`config.mk`:
```
export PLATFORM = sky130hd
export DESIGN_NAME = counter_seq_ctrl
export DESIGN_NICKNAME = d
export VERILOG_FILES = /design/src/rtl/counter_seq_ctrl.sv
export SDC_FILE = /design/constraint.sdc
export NUM_CORES = 1
export LEC_CHECK = 0
export ABC_AREA = 1
export BUFFER_PORTS_ARGS = -buffer_cell sky130_fd_sc_hd__buf_2
export CAP_MARGIN = 20
export CORE_AREA = 2 2 39 41
export CTS_BUF_LIST = sky130_fd_sc_hd__clkbuf_2
export DETAILED_ROUTE_END_ITERATION = 6
export DIE_AREA = 0 0 41 43
export MAX_ROUTING_LAYER = met4
export PLACE_DENSITY = 0.75
export SLEW_MARGIN = 10
export SYNTH_ARGS = -nofsm -noshare
export SYNTH_HDL_FRONTEND = slang
export SYNTH_SLANG_ARGS = --single-unit
```
`constraint.sdc`:
```
create_clock -name clk_i -period 2.55 [get_ports clk_i]
set_clock_uncertainty 0.1 [all_clocks]
set_input_delay 0.1275 -clock clk_i [delete_from_list [all_inputs] [get_ports clk_i]]
set_output_delay 0.1275 -clock clk_i [all_outputs]
set_load 0.01 [all_outputs]
```
`src/rtl/counter_seq_ctrl.sv`:
```
// counter_seq_ctrl: sequencer that clears, runs and stops an external WIDTH-bit up-counter
//
// A run is one start command: clear the counter, enable it for exactly limit
// increments, then stop it and pulse done_o. Pause, abort and misuse reporting
// are included.
//
// Optional feature macro: CNT_SEQ_AUTORELOAD_EN
//   defined   : after DONE the sequencer idles GAP cycles in WAIT, then reruns
//               with the same limit until stop_i or reset
//   undefined : DONE returns to IDLE, no WAIT state exists
//
// Ports:
//   clk_i       rising-edge clock
//   rst_i       asynchronous reset, active-low
//   start_i     start a run (level, sampled each edge)
//   stop_i      abort the current run
//   pause_i     hold the counter while high during a run
//   limit_i     number of increments, latched on an accepted start
//   cnt_data_i  counter value fed back from the counter
//   cnt_en_o    counter enable
//   cnt_clr_o   counter synchronous clear (active-high)
//   busy_o      high in CLEAR/RUN/PAUSE
//   done_o      one-cycle pulse on normal completion
//   err_o       sticky: start_i seen while not IDLE
//   state_o     IDLE=0 CLEAR=1 RUN=2 PAUSE=3 DONE=4 WAIT=5
module counter_seq_ctrl #(
    parameter int WIDTH = 4,
    parameter int GAP   = 2
) (
    input  logic             clk_i,
    input  logic             rst_i,
    input  logic             start_i,
    input  logic             stop_i,
    input  logic             pause_i,
    input  logic [WIDTH-1:0] limit_i,
    input  logic [WIDTH-1:0] cnt_data_i,
    output logic             cnt_en_o,
    output logic             cnt_clr_o,
    output logic             busy_o,
    output logic             done_o,
    output logic             err_o,
    output logic [2:0]       state_o
);

    typedef enum logic [2:0] {
        IDLE  = 3'd0,
        CLEAR = 3'd1,
        RUN   = 3'd2,
        PAUSE = 3'd3,
        DONE  = 3'd4
`ifdef CNT_SEQ_AUTORELOAD_EN
        , WAIT = 3'd5
`endif
    } state_t;

    if (GAP < 1) begin : g_bad_gap
        $error("counter_seq_ctrl: GAP must be at least 1");
    end

    state_t           state_q, state_d;
    logic [WIDTH-1:0] limit_q, limit_d;
    logic             err_q, err_d;
    logic             en_q, en_d;
    logic             clr_q, clr_d;
    logic             busy_q, busy_d;
    logic             done_q, done_d;
    logic             term;

`ifdef CNT_SEQ_AUTORELOAD_EN
    localparam int GW = (GAP > 1) ? $clog2(GAP) : 1;
    logic [GW-1:0] gap_q, gap_d;
`endif

    // The increment on this edge brings the counter to limit_q.
    assign term = en_q && (cnt_data_i == limit_q - WIDTH'(1));

    always_comb begin
        state_d = state_q;
        limit_d = limit_q;
        err_d   = err_q;
`ifdef CNT_SEQ_AUTORELOAD_EN
        gap_d   = gap_q;
`endif
        if (start_i && state_q != IDLE) err_d = 1'b1;
        case (state_q)
            IDLE: if (start_i) begin
                state_d = CLEAR;
                limit_d = limit_i;
                err_d   = 1'b0;
            end
            CLEAR: state_d = stop_i ? IDLE : (limit_q != '0) ? RUN : DONE;
            RUN:   state_d = stop_i ? IDLE : term ? DONE : pause_i ? PAUSE : RUN;
            PAUSE: state_d = stop_i ? IDLE : pause_i ? PAUSE : RUN;
`ifdef CNT_SEQ_AUTORELOAD_EN
            DONE: begin
                state_d = WAIT;
                gap_d   = '0;
            end
            WAIT: begin
                state_d = stop_i ? IDLE : (gap_q == GW'(GAP - 1)) ? CLEAR : WAIT;
                gap_d   = gap_q + GW'(1);
            end
`else
            DONE:  state_d = IDLE;
`endif
            default: state_d = IDLE;
        endcase
        clr_d  = state_d == CLEAR;
        // The first RUN cycle after CLEAR keeps the enable low so the clear
        // lands before counting starts.
        en_d   = state_d == RUN && state_q != CLEAR;
        busy_d = state_d == CLEAR || state_d == RUN || state_d == PAUSE;
        done_d = state_d == DONE;
    end

    always_ff @(posedge clk_i or negedge rst_i) begin
        if (!rst_i) begin
            state_q <= IDLE;
            limit_q <= '0;
            err_q   <= 1'b0;
            en_q    <= 1'b0;
            clr_q   <= 1'b0;
            busy_q  <= 1'b0;
            done_q  <= 1'b0;
`ifdef CNT_SEQ_AUTORELOAD_EN
            gap_q   <= '0;
`endif
        end else begin
            state_q <= state_d;
            limit_q <= limit_d;
            err_q   <= err_d;
            en_q    <= en_d;
            clr_q   <= clr_d;
            busy_q  <= busy_d;
            done_q  <= done_d;
`ifdef CNT_SEQ_AUTORELOAD_EN
            gap_q   <= gap_d;
`endif
        end
    end

    assign cnt_en_o  = en_q;
    assign cnt_clr_o = clr_q;
    assign busy_o    = busy_q;
    assign done_o    = done_q;
    assign err_o     = err_q;
    assign state_o   = state_q;

endmodule

```
# Yosys cells after proc, flatten, opt, wreduce, memory -nomap -nowiden
# Cells that the tools add are included.
[classes]
n_addsub = 1
n_eq_ne = 9
mux = 11
n_reduce_logical = 9
[ops]
columns = ["cell", "n"]
rows = [
  ["$mux W3", 5],
  ["$eq A3 B2 Y1 const B", 4],
  ["$pmux W3 S4", 1],
  ["$eq A3 B1 Y1 const B", 2],
  ["$eq A4 B4 Y1", 1],
  ["$mux W1", 4],
  ["$reduce_bool A4 Y1", 1],
  ["$sub A4 B1 Y4 const B", 1],
  ["$eq A3 B3 Y1 const B", 1],
  ["$logic_and A1 B1 Y1", 3],
  ["$logic_not A3 Y1", 1],
  ["$ne A3 B1 Y1 const B", 1],
  ["$reduce_bool A3 Y1", 1],
  ["$logic_or A1 B1 Y1", 2],
  ["$mux W2", 1],
  ["$reduce_and A2 Y1", 1],
]
[totals]
reg_bits = 12
input_bits = 13
out_inout_bits = 8
elab_cells = 37

# Longest topological paths before layout
# Gate-level depths: netlist (run 1).
[depth]
word_depth = 9
ltp_mapped = 13
ltp_nobuf = 13

# Worst setup path after synthesis (run 1)
# Ideal clock, no wire load.
[synth_timing]
path_kind = "reg-to-reg"
from = "register limit_q[0]"
to = "register busy_q (netlist: busy_o)"
setup_time_ns = 0.128
arrival_ns = 1.261
t_required_ns = 2.322
setup_slack_ns = 1.061
path_stages_with_launch = 11
path_buffers = 0
synth_period_minus_slack_ns = 1.489
path_cell_list = "dfrtp_1 > inv_2 > ha_1 > nand2_1 > nand3_1 > nor2_2 > nand3_2 > nand2_1 > nand2_2 > inv_2 > nand3_1"
[synth_via]
elab_chain_cells = 9
elab_cells_between_ends = 14
cone_classes = "add/sub: 1; eq/ne: 4; mux: 5; reduce/logical: 4"
[synth_lines]
columns = ["item", "line_no", "text"]
rows = [
  ["from (decl)", "61", "logic [WIDTH-1:0] limit_q, limit_d;"],
  ["from (signal assigned)", "130", "limit_q <= limit_d;"],
  ["$sub A4 B1 Y4", "75", "assign term = en_q && (cnt_data_i == limit_q - WIDTH'(1));"],
  ["$eq A4 B4 Y1", "75", ""],
  ["$logic_and A1 B1 Y1", "75", ""],
  ["$mux W3 (2 in a row)", "92", "RUN: state_d = stop_i ? IDLE : term ? DONE : pause_i ? PAUSE : RUN;"],
  ["$pmux W3 S4 *", "85", "case (state_q)"],
  ["via state_d[1]", "60", "state_t state_q, state_d;"],
  ["$eq A3 B1 Y1 / $eq A3 B2 Y1 (equally long branches)", "112", "busy_d = state_d == CLEAR || state_d == RUN || state_d == PAUSE;"],
  ["$logic_or A1 B1 Y1", "112", ""],
  ["$logic_or A1 B1 Y1 *", "112", ""],
  ["via busy_d", "65", "logic busy_q, busy_d;"],
  ["to (signal assigned)", "134", "busy_q <= busy_d;"],
  ["to (decl)", "65", ""],
]
# The timed path passes the listed nets; every way through them passes the cells marked *.
# A chain may end at the register's enable or synchronous reset.

# Final worst setup path (run 1)
# Same ends and word-level chain as after synthesis.

==> metrics.md, run 1 <==
| Metric | Value |
|---|---|
| Max Clk Rate | `~630 MHz` |
| Drt first pass iters | `4` |
| Routability cong. | `0.811` |
| Max Cap Violations | `0` |
| Yosys cell types | `14` |
| TritonCTS clock tree | `yes` |
| Req. time, crit path | `2.61 ns` |
| Clk_lat worst skew | `0.27 ns` |
| Total GRT Usage | `approximately 16%` |
| # port buffers | `20` |
| Slowest CP cell | `dfrtp_1` |
| Die Y | `43 µm` |
| Worst hold path type | `in2reg` |
| PostCTS Resize Cnt | `0` |
| Synth top area cells | `dfrtp_1 (49%), nand2_1 (13%), inv_1 (7.9%)` |
| Initial DRC count | `5` |
| Critical path start-end classification | `reg2reg` |
| Startpoint types | `flip-flop` |
| Yosys warns | `0` |
| Maximum root-to-sink buffer count | `2` |
| Worst vdd ir | `~380 µV` |
| CTS sink cnt | `12` |
| Cells after Synth | `80` |
| Setup Viol. Count Final | `0` |
| Synth top area share | `48.6%` |
| Syn Nets | `94` |
| Cell area after layout | `just over 800 µm²` |
| Status | `finished, final reports clean` |
| Max-slew violations | `0` |
| Root buf cell | `clkbuf_2` |
| Worst hold path depth | `3` |
| RSZ-0062 raised after global routing | `false` |
| Worst-Margin Slew | `about 0.39 ns` |
| Crit-path cells | `inv_2 > ha_1 > nand2_1 > nand3_1 > nor2_2 > nand3_2 > nand2_1 > nand2_2 > inv_2 > nand3_1` |
| Via count | `574` |
| Mean Syn Cell Area | `7.73 µm²` |
| Slew HR | `73.9%` |
| Power density over the cells | `978 nW/µm²` |
| DP Wirelength | `956 µm` |
| Critical Path Fanout Max | `4` |
| Setup TNS | `0 ns` |
| Cell taking the most area after synthesis | `dfrtp_1` |
| Full die area | `1760 µm²` |
| Placed inst area | `between 700 and 800 µm²` |
| Period utilization | `62.5%` |
| Yosys reg bits | `12` |
| Antenna violations before repair | `0` |
| Detailed-route wire length | `1220 µm` |
| Clk slew on worst S/H paths | `0.12 ns` |
| Die width | `between 40 and 50 µm` |
| Critical path arrival | `1.65 ns` |
| Total setup buffers inserted after CTS | `0` |
| Largest family of logic cells by synthesized area | `simple AND/OR/NAND/NOR gates` |
| Slowest stage delay, CP | `0.40 ns` |
| Post-Synth Adder-Cell Area | `2.02%` |
| Util after Layout | `approximately three fifths` |
| Mapped cell area | `618 µm²` |
| Post-Synth XOR/XNOR Area | `0%` |
| Clock buffer count from CTS | `3` |
| Seq/Total Area, Yosys | `48.6%` |
| Final number of hold-violating endpoints | `0` |
| Largest net degree at the start of global routing | `13` |
| Post-route minimum period | `between 1.5 and 2 ns` |
| Initial core utilization | `44.7%` |
| Simple-Gate Fraction of Synth Area | `between 30 and 40%` |
| Vias in the first global route | `around 500` |
| Htree depth | `1` |
| Ant. Diodes | `0` |
| Core area | `about 1400 µm²` |
| Number of top-level pins | `21` |
| Hold_buf cts | `6` |
| Nets | `125` |
| Pre-CTS WS | `roughly 0.97 ns` |
| Row cnt | `14` |
| Final worst slack | `0.957 ns` |
| Routed WL per cell | `about 9.7 µm` |
| R2R cell count | `10` |
| CP Capture Type | `flip-flop` |
| Vias/cell | `~4.6` |
| First-pass GRT wire length | `1930 µm` |
| Pleak | `0.457 nW` |
| Compound-Gate Fraction of Synth Area | `6.07%` |
| Mux share of post-synthesis cell area | `0%` |
| Total grt overflow | `0` |
| Fraction of layout cells with a size suffix above 1 | `a little under a third` |
| # DRC | `0` |
| Area Growth Syn to Fin | `32.2%` |
| DRT antenna net count | `0` |
## placed cells by master, fill, tap and decap left out
master / Yosys / final
nor2_2: 1 / 1
dlygate4sd3_1: 0 / 6
clkbuf_2: 0 / 3
nand3_1: 7 / 7
dfrtp_1: 12 / 12
nand3_2: 3 / 3
o21ai_0: 4 / 4
nor3_1: 1 / 1
inv_2: 3 / 3
clkinv_1: 1 / 2
nor2_1: 8 / 8
nand2_2: 3 / 3
inv_1: 13 / 13
nand2_1: 21 / 21
ha_1: 1 / 1
buf_2: 0 / 20
o32ai_1: 2 / 2
## cell type report
| type | count | area (µm²) |
|---|---|---|
| inverters | 17 | 63.8 |
| clock buffers | 3 | 15.0 |
| multi-input cells | 51 | 254 |
| clock inverters | 1 | 3.75 |
| fillers | 138 | 567 |
| flip-flops and latches | 12 | 300 |
| well taps | 16 | 20.0 |
| repair buffers | 26 | 160 |
## synth_stat cells
cell type,number
nand3_1,7
dfrtp_1,12
nor3_1,1
nand3_2,3
nor2_2,1
inv_1,13
nand2_1,21
o21ai_0,4
inv_2,3
ha_1,1
clkinv_1,1
nor2_1,8
nand2_2,3
o32ai_1,2
## worst paths after layout
kind / to / slack (ns) / startpoint
hold / removal: flip-flop / 0.007 / start_i
min in group asynchronous: state_o[1] / 0.14 / rst_i
setup reg to reg: busy_o / 0.96 / limit_q[0]
setup / recovery: busy_o / 0.96 / limit_q[0]
max in group asynchronous: limit_q[3] / 1.99 / rst_i
hold reg to reg: flip-flop / 0.43 / flip-flop
## power by group
| group | total (W) | internal, W | switching, W |
|---|---|---|---|
| Sequential | 0.000310 | 0.000264 | 0.0000464 |
| Combinational | 0.000390 | 0.000149 | 0.000242 |
| Clock | 0.0000982 | 0.0000340 | 0.0000641 |
## critical path: cells and delay by family, from the launching register on
kind / cells / cell delay, ns
AND/OR/NAND/NOR: 7 / 0.57
flip-flops: 1 / 0.40
adder cells (fa/ha/maj): 1 / 0.31
buffers and inverters: 2 / 0.12
## per-stage QoR
stage | hold slack, ns | total power (W) | std cells
floorplan | -0.268 | 0.000588 | 80
global route | 0.0120 | 0.000875 | 126
finish | 0.00691 | 0.000799 | 126
detailed placement | -0.0791 | 0.000703 | 116
global placement | -0.0803 | 0.000690 | 116
CTS | 0.00534 | 0.000808 | 126
## per-layer routing
layer / share of wire [%] / wire length, µm / vias up / GRT usage [%]
li1: - / - / 309 / -
met1: 47 / 576 / 251 / 21.8
met2: 48 / 585 / 12 / 23.1
met3: 3.4 / 41 / 2 / 1.57
met4: 1.2 / 15 / 0 / 8.00
met5: 0 / 0 / - / -
## flip-flops by register name, summed over array words and instances (netlist names), named ones only
| name | flops |
|---|---|
| busy_o | 1 |
| cnt_clr_o | 1 |
| cnt_en_o | 1 |
| done_o | 1 |
| limit_q | 4 |
| state_o | 3 |
## logic make-up after synthesis
logic type | Yosys count
simple gates | 44
flops | 12
buf+inv | 17
compound gates | 6
fa+ha+maj | 1
No activity file was read; power rests on OpenSTA's default activity.
==> run 2, diff against run 1 <==
Settings changed: CORE_AREA 2 2 39 41 to not set, CORE_MARGIN set to 2, CORE_UTILIZATION set to 45, DIE_AREA 0 0 41 43 to not set, PLACE_DENSITY 0.75 to 0.76.
Clock period 2.55 ns to 1.3 ns, I/O delays scaled along.
==> metrics.md, run 2 (synthesis gave the netlist of run 1 again) <==
| Metric | Value |
|---|---|
| Final number of hold-violating endpoints | `0 (unchanged)` |
| Sequential share of power | `32.5% (-6.3 points)` |
| Max Clk Rate | `633 MHz (+0.80%)` |
| Worst hold path type | `in2async` |
| Cell count along the critical path | `11 (+1)` |
| Max Cap Violations | `0 (unchanged)` |
| Routed WL per cell | `11.9 µm (+23%)` |
| Startpoint types | `flip-flop` |
| Final worst slack | `-0.280 ns (-1.24 ns)` |
| Vias in the first global route | `547 (+9.2%)` |
| Status | `finished, violations left` |
| Routability cong. | `0.720 (-11%)` |
| Combinational share of power | `57.7% (+8.8 points)` |
| Bufs and invs on worst path | `3 (+1)` |
| Setup Viol. Count Final | `6 (+6)` |
| Crit-path cells | `inv_2 > ha_4 > inv_2 > nand2_1 > nand3_1 > nor2_2 > nand3_4 > nand2_2 > nand2_2 > inv_2 > nand3_2` |
| Maximum root-to-sink buffer count | `2 (unchanged)` |
| Crit path max-delay family | `simple AND/OR/NAND/NOR gates` |
| Reg-to-reg startpoint | `limit_q[0]` |
| RSZ-0062 raised after global routing | `true` |
| Most frequent cells in the layout | `nand2_1 (20), buf_2 (20), dfrtp_1 (12), inv_1 (10), dlygate4sd3_1 (8)` |
| Setup TNS | `-1.27 ns (-1.27 ns)` |
| Pleak | `0.503 nW (+10%)` |
| Full die area | `1690 µm² (-4.4%)` |
| Die width | `41.1 µm (+0.15%)` |
| R2R cell count | `11 (+1)` |
| Most used cell, CP | `inv_2` |
| Vias/cell | `4.83 (+6.0%)` |
| Htree depth | `1 (unchanged)` |
| Slew HR | `79.6% (+5.7 points)` |
| Clk slew on worst S/H paths | `0.12 ns (about the same)` |
| Core area | `1280 µm² (-7.1%)` |
| Detailed-route wire length | `1600 µm (+31%)` |
| Slowest CP cell | `dfrtp_1` |
| Req. time, crit path | `1.34 ns (-1.27 ns)` |
| First-pass GRT wire length | `2140 µm (+11%)` |
| Post-Layout Cell Count | `134 (+6.3%)` |
| Number of flip-flops in the largest register | `4 (unchanged)` |
| Drt first pass iters | `4 (unchanged)` |
| Critical path launch point | `limit_q[0]` |
| Psw | `0.000850 W (+140%)` |
| Power density over the cells | `2000 nW/µm² (+100%)` |
| Clk_lat worst skew | `0.26 ns (about the same)` |
| Fraction of layout cells with a size suffix above 1 | `42.0% (+12 points)` |
| Number of fill cells | `89 (-36%)` |
| Top reg by flops | `limit_q` |
| Clock Power Share | `9.8% (-2.5 points)` |
| Critical Path Fanout Max | `4 (unchanged)` |
| Nets | `134 (+7.2%)` |
| Ant. Diodes | `0 (unchanged)` |
| DP Wirelength | `1060 µm (+11%)` |
| Pre-CTS WS | `-0.207 ns (-1.18 ns)` |
| Initial DRC count | `4 (-1)` |
| Total design power | `0.00189 W (+140%)` |
| DRT antenna net count | `0 (unchanged)` |
| Period utilization | `122% (+59 points)` |
| Initial core utilization | `48.1% (+3.4 points)` |
| Max-slew violations | `0 (unchanged)` |
| Total GRT Usage | `20.9% (+4.9 points)` |
| Critical path start-end classification | `reg2reg` |
| # port buffers | `20 (unchanged)` |
| TritonCTS clock tree | `yes` |
| Antenna violations before repair | `0 (unchanged)` |
| Root buf cell | `clkbuf_2` |
| CTS sink cnt | `12 (unchanged)` |
| Worst-Margin Slew | `0.305 ns (-0.0831 ns)` |
| Clock buffer count from CTS | `3 (unchanged)` |
| P_int | `0.00104 W (+130%)` |
| Row cnt | `13 (-1)` |
| CP Capture Type | `flip-flop` |
| Area Growth Syn to Fin | `53.2%` |
| Die Y | `41.1 µm (-4.5%)` |
| Via count | `647 (+13%)` |
| Worst vdd ir | `1010 µV (+160%)` |
| Total grt overflow | `0 (unchanged)` |
| Largest net degree at the start of global routing | `13 (unchanged)` |
| Number of top-level pins | `21 (unchanged)` |
| Slowest stage delay, CP | `0.39 ns (about the same)` |
| Failing checks | `negative setup slack` |
| Post-route minimum period | `1.58 ns (-0.0126 ns)` |
| Critical path arrival | `1.62 ns (-0.03 ns)` |
| Final Hold Slack | `0.0927 ns (+0.0858 ns)` |
| # DRC | `0 (unchanged)` |
| Placed insts | `119 (+2.6%)` |
| Sw Share | `44.9% (+0.81 points)` |
-- run 2: path summary, 6_finish.rpt --
check	endpoint	slack (ns)
worst max-delay path	busy_o	-0.28
worst min-delay path	limit_q[0]	0.09
worst max register to register	busy_o	-0.28
worst min register to register	flip-flop	0.42
max in group asynchronous	state_o[1]	0.79
min in group clk_i	done_o	0.21
-- run 2: metrics by stage --
step / cell area, µm² / utilization (%)
final: 947 / 73.7
after global routing: 947 / 73.7
after floorplan: 636 / -
after CTS: 891 / 69.3
after global placement: 785 / 61.1
after detailed placement: 785 / 61.1
-- run 2: layout make-up --
class / count / area, µm² / share of cell area, %
well taps: 15 / 18.8 / 1.98
flip-flops and latches: 12 / 300 / 31.7
inverters: 17 / 67.6 / 7.13
multi-input cells: 51 / 309 / 32.6
clock inverters: 1 / 3.75 / 0.396
clock buffers: 3 / 15.0 / 1.59
repair inverters: 1 / 7.51 / 0.793
repair buffers: 34 / 225 / 23.8
-- run 2: power by group through the flow --
| stage | Sequential [W] | Clock, W | Combinational, W |
|---|---|---|---|
| floorplan | 0.000655 | 0 | 0.000557 |
| global placement | 0.000612 | 0 | 0.000869 |
| detailed placement | 0.000613 | 0 | 0.000908 |
| CTS | 0.000605 | 0.000193 | 0.000954 |
| global route | 0.000631 | 0.000211 | 0.00121 |
| finish | 0.000615 | 0.000185 | 0.00109 |
-- run 2: what timing repair did --
action	4_1_cts	5_1_grt
cloned	0	1
endpoints found under the setup margin	6	10
resized for setup	0	10
endpoints found under the hold margin	20	0
setup buffers	1	1
pin swaps	5	1
hold buffers	8	0
-- run 2: routing by layer --
layer	GRT usage, %	part of all wire (%)	up-vias
li1	-	-	327
met1	23.3	44	302
met2	34.8	53	18
met3	4.89	2.8	0
met4	10.0	0	0
met5	-	0	-
==> run 3, diff against run 2 <==
Settings changed: RECOVER_POWER set to 50.
==> metrics.md, run 3 (synthesis gave the netlist of run 1 again) <==
| Metric | Value |
|---|---|
| Status | `finished, violations left` |
| Failing checks | `negative setup slack` |
| R2R cell count | `11 (unchanged)` |
| Routability cong. | `0.720 (unchanged)` |
| Die Y | `41.1 µm (unchanged)` |
| Most common cell after layout, fill and taps aside | `nand2_1` |
| Placed inst area | `785 µm² (unchanged)` |
| Worst vdd ir | `1010 µV (about the same)` |
| Core area | `1280 µm² (unchanged)` |
| Setup Viol. Count Final | `6 (unchanged)` |
| Number of top-level pins | `21 (unchanged)` |
| Die width | `41.1 µm (unchanged)` |
| # DRC | `0 (unchanged)` |
| Row cnt | `13 (unchanged)` |
| Setup TNS | `-1.27 ns (-0.000390 ns)` |
| Maximum root-to-sink buffer count | `2 (unchanged)` |
| Clock buffer count from CTS | `3 (unchanged)` |
| Vias/cell | `4.82 (-0.15%)` |
| Critical Path Fanout Max | `4 (unchanged)` |
| Period utilization | `122% (about the same)` |
| Worst hold path depth | `6` |
| Initial DRC count | `4 (unchanged)` |
| Critical path arrival | `1.62 ns (about the same)` |
| Sw Share | `45.0% (+0.14 points)` |
| Antenna violations before repair | `0 (unchanged)` |
| Clk_lat worst skew | `0.26 ns (about the same)` |
| Htree depth | `1 (unchanged)` |
| Final number of hold-violating endpoints | `0 (unchanged)` |
| Area taken by multi-input logic gates | `309 µm² (unchanged)` |
| Fraction of layout cells with a size suffix above 1 | `40.3% (-1.7 points)` |
| Max Cap Violations | `0 (unchanged)` |
| Critical path start-end classification | `reg2reg` |
| First-pass GRT wire length | `2140 µm (unchanged)` |
| Via count | `646 (-0.15%)` |
| Post-route minimum period | `1.58 ns (+0.0000510 ns)` |
| Cell area after layout | `945 µm² (-0.26%)` |
| Full die area | `1690 µm² (unchanged)` |
| Detailed-route wire length | `1600 µm (+0.19%)` |
| Max Clk Rate | `633 MHz (about the same)` |
| Slew HR | `57.1% (-23 points)` |
| Most frequent cells in the layout | `nand2_1 (20), buf_2 (18), dfrtp_1 (12), inv_1 (10), dlygate4sd3_1 (8)` |
| Max-slew violations | `0 (unchanged)` |
| Number of fill cells | `91 (+2.2%)` |
| Psw | `0.000851 W (about the same)` |
| Startpoint types | `flip-flop` |
| Combinational share of power | `57.6% (about the same)` |
| Area Growth Syn to Fin | `52.8%` |
| Total grt overflow | `0 (unchanged)` |
| DP Wirelength | `1060 µm (unchanged)` |
| Top reg by flops | `limit_q` |
| Ant. Diodes | `0 (unchanged)` |
| # port buffers | `20 (unchanged)` |
| Clk slew on worst S/H paths | `0.12 ns (about the same)` |
| RSZ-0062 raised after global routing | `true` |
| Root buf cell | `clkbuf_2` |
| Nets | `134 (unchanged)` |
| Clock Power Share | `9.8% (about the same)` |
| Sequential share of power | `32.6% (about the same)` |
| Final worst slack | `-0.280 ns (-0.0000510 ns)` |
| TritonCTS clock tree | `yes` |
| CP Capture Type | `flip-flop` |
| Number of flip-flops in the largest register | `4 (unchanged)` |
| Vias in the first global route | `547 (unchanged)` |
| Worst-Margin Slew | `0.644 ns (+0.339 ns)` |
| Req. time, crit path | `1.34 ns (about the same)` |
| Total GRT Usage | `20.9% (unchanged)` |
| Worst hold path type | `in2reg` |
| Largest net degree at the start of global routing | `13 (unchanged)` |
| Power density over the cells | `2000 nW/µm² (about the same)` |
| Initial core utilization | `48.1% (unchanged)` |
| CTS sink cnt | `12 (unchanged)` |
| DRT antenna net count | `0 (unchanged)` |
| Pleak | `0.497 nW (-1.1%)` |
| Drt first pass iters | `4 (unchanged)` |
| P_int | `0.00104 W (-0.45%)` |
| Register Area | `300 µm² (unchanged)` |
| Routed WL per cell | `12.0 µm (+0.19%)` |
[run 3: area by class of cell]
class / count / area share (%)
multi-input combinational: 51 / 32.7
sequential: 12 / 31.8
timing repair buffer: 34 / 23.6
inverter: 17 / 7.15
tap: 15 / 1.99
clock buffer: 3 / 1.59
timing repair inverter: 1 / 0.795
clock inverter: 1 / 0.397
[run 3: through the flow]
| stage | util [%] | hold slack (ns) | instances | setup slack, ns | power, W |
|---|---|---|---|---|---|
| 4_1_cts | 69.3 | 0.0988 | 132 | -0.226 | 0.00175 |
| 3_5_place_dp | 61.1 | -0.145 | 119 | -0.207 | 0.00152 |
| 6_report | 73.5 | 0.209 | 134 | -0.280 | 0.00189 |
| 5_1_grt | 73.5 | 0.195 | 134 | -0.355 | 0.00205 |
| 3_3_place_gp | 61.1 | -0.148 | 119 | -0.172 | 0.00148 |
| 2_1_floorplan | - | -0.331 | 80 | -0.171 | 0.00121 |
[run 3: path summary, 6_finish.rpt]
kind                                from         end  slack (ns)
setup / recovery              limit_q[0]      busy_o       -0.28
hold / removal             cnt_data_i[0]      done_o        0.21
setup reg to reg              limit_q[0]      busy_o       -0.28
hold reg to reg                flip-flop   flip-flop        0.42
max in group asynchronous          rst_i  state_o[1]        0.46
min in group asynchronous          rst_i  limit_q[0]        0.22
[run 3: power groups by stage]
stage | clock, W | combinational, W | sequential (W)
after floorplan | 0 | 0.000557 | 0.000655
after global placement | 0 | 0.000869 | 0.000612
after detailed placement | 0 | 0.000908 | 0.000613
after CTS | 0.000193 | 0.000954 | 0.000605
after global routing | 0.000211 | 0.00120 | 0.000633
final | 0.000185 | 0.00109 | 0.000615
[run 3: metal layers]
| metal | wire length, µm | part of all wire [%] | up-vias | track usage (%) |
|---|---|---|---|---|
| met5 | 0 | 0 | - | - |
| met4 | 0 | 0 | 0 | 10.0 |
| met2 | 848 | 53 | 18 | 34.8 |
| li1 | - | - | 327 | - |
| met3 | 44 | 2.7 | 0 | 4.89 |
| met1 | 710 | 44 | 301 | 23.3 |
[run 3: worst max-delay path, cell delays in order (launching register included)]
cell and delay (ns):
dfrtp_1 0.39, inv_2 0.06, ha_4 0.26, inv_2 0.03
nand2_1 0.05, nand3_1 0.07, nor2_2 0.13, nand3_4 0.12
nand2_2 0.09, nand2_2 0.05, inv_2 0.06, nand3_2 0.05
[run 3: timing repair]
| action | in CTS | in global routing |
|---|---|---|
| hold endpoints to repair | 20 | 0 |
| gates resized for setup | 0 | 10 |
| setup endpoints to repair | 6 | 10 |
| pin swaps | 5 | 1 |
| cloned | 0 | 1 |
| buffers inserted | 1 | 1 |
| hold buffers | 8 | 0 |
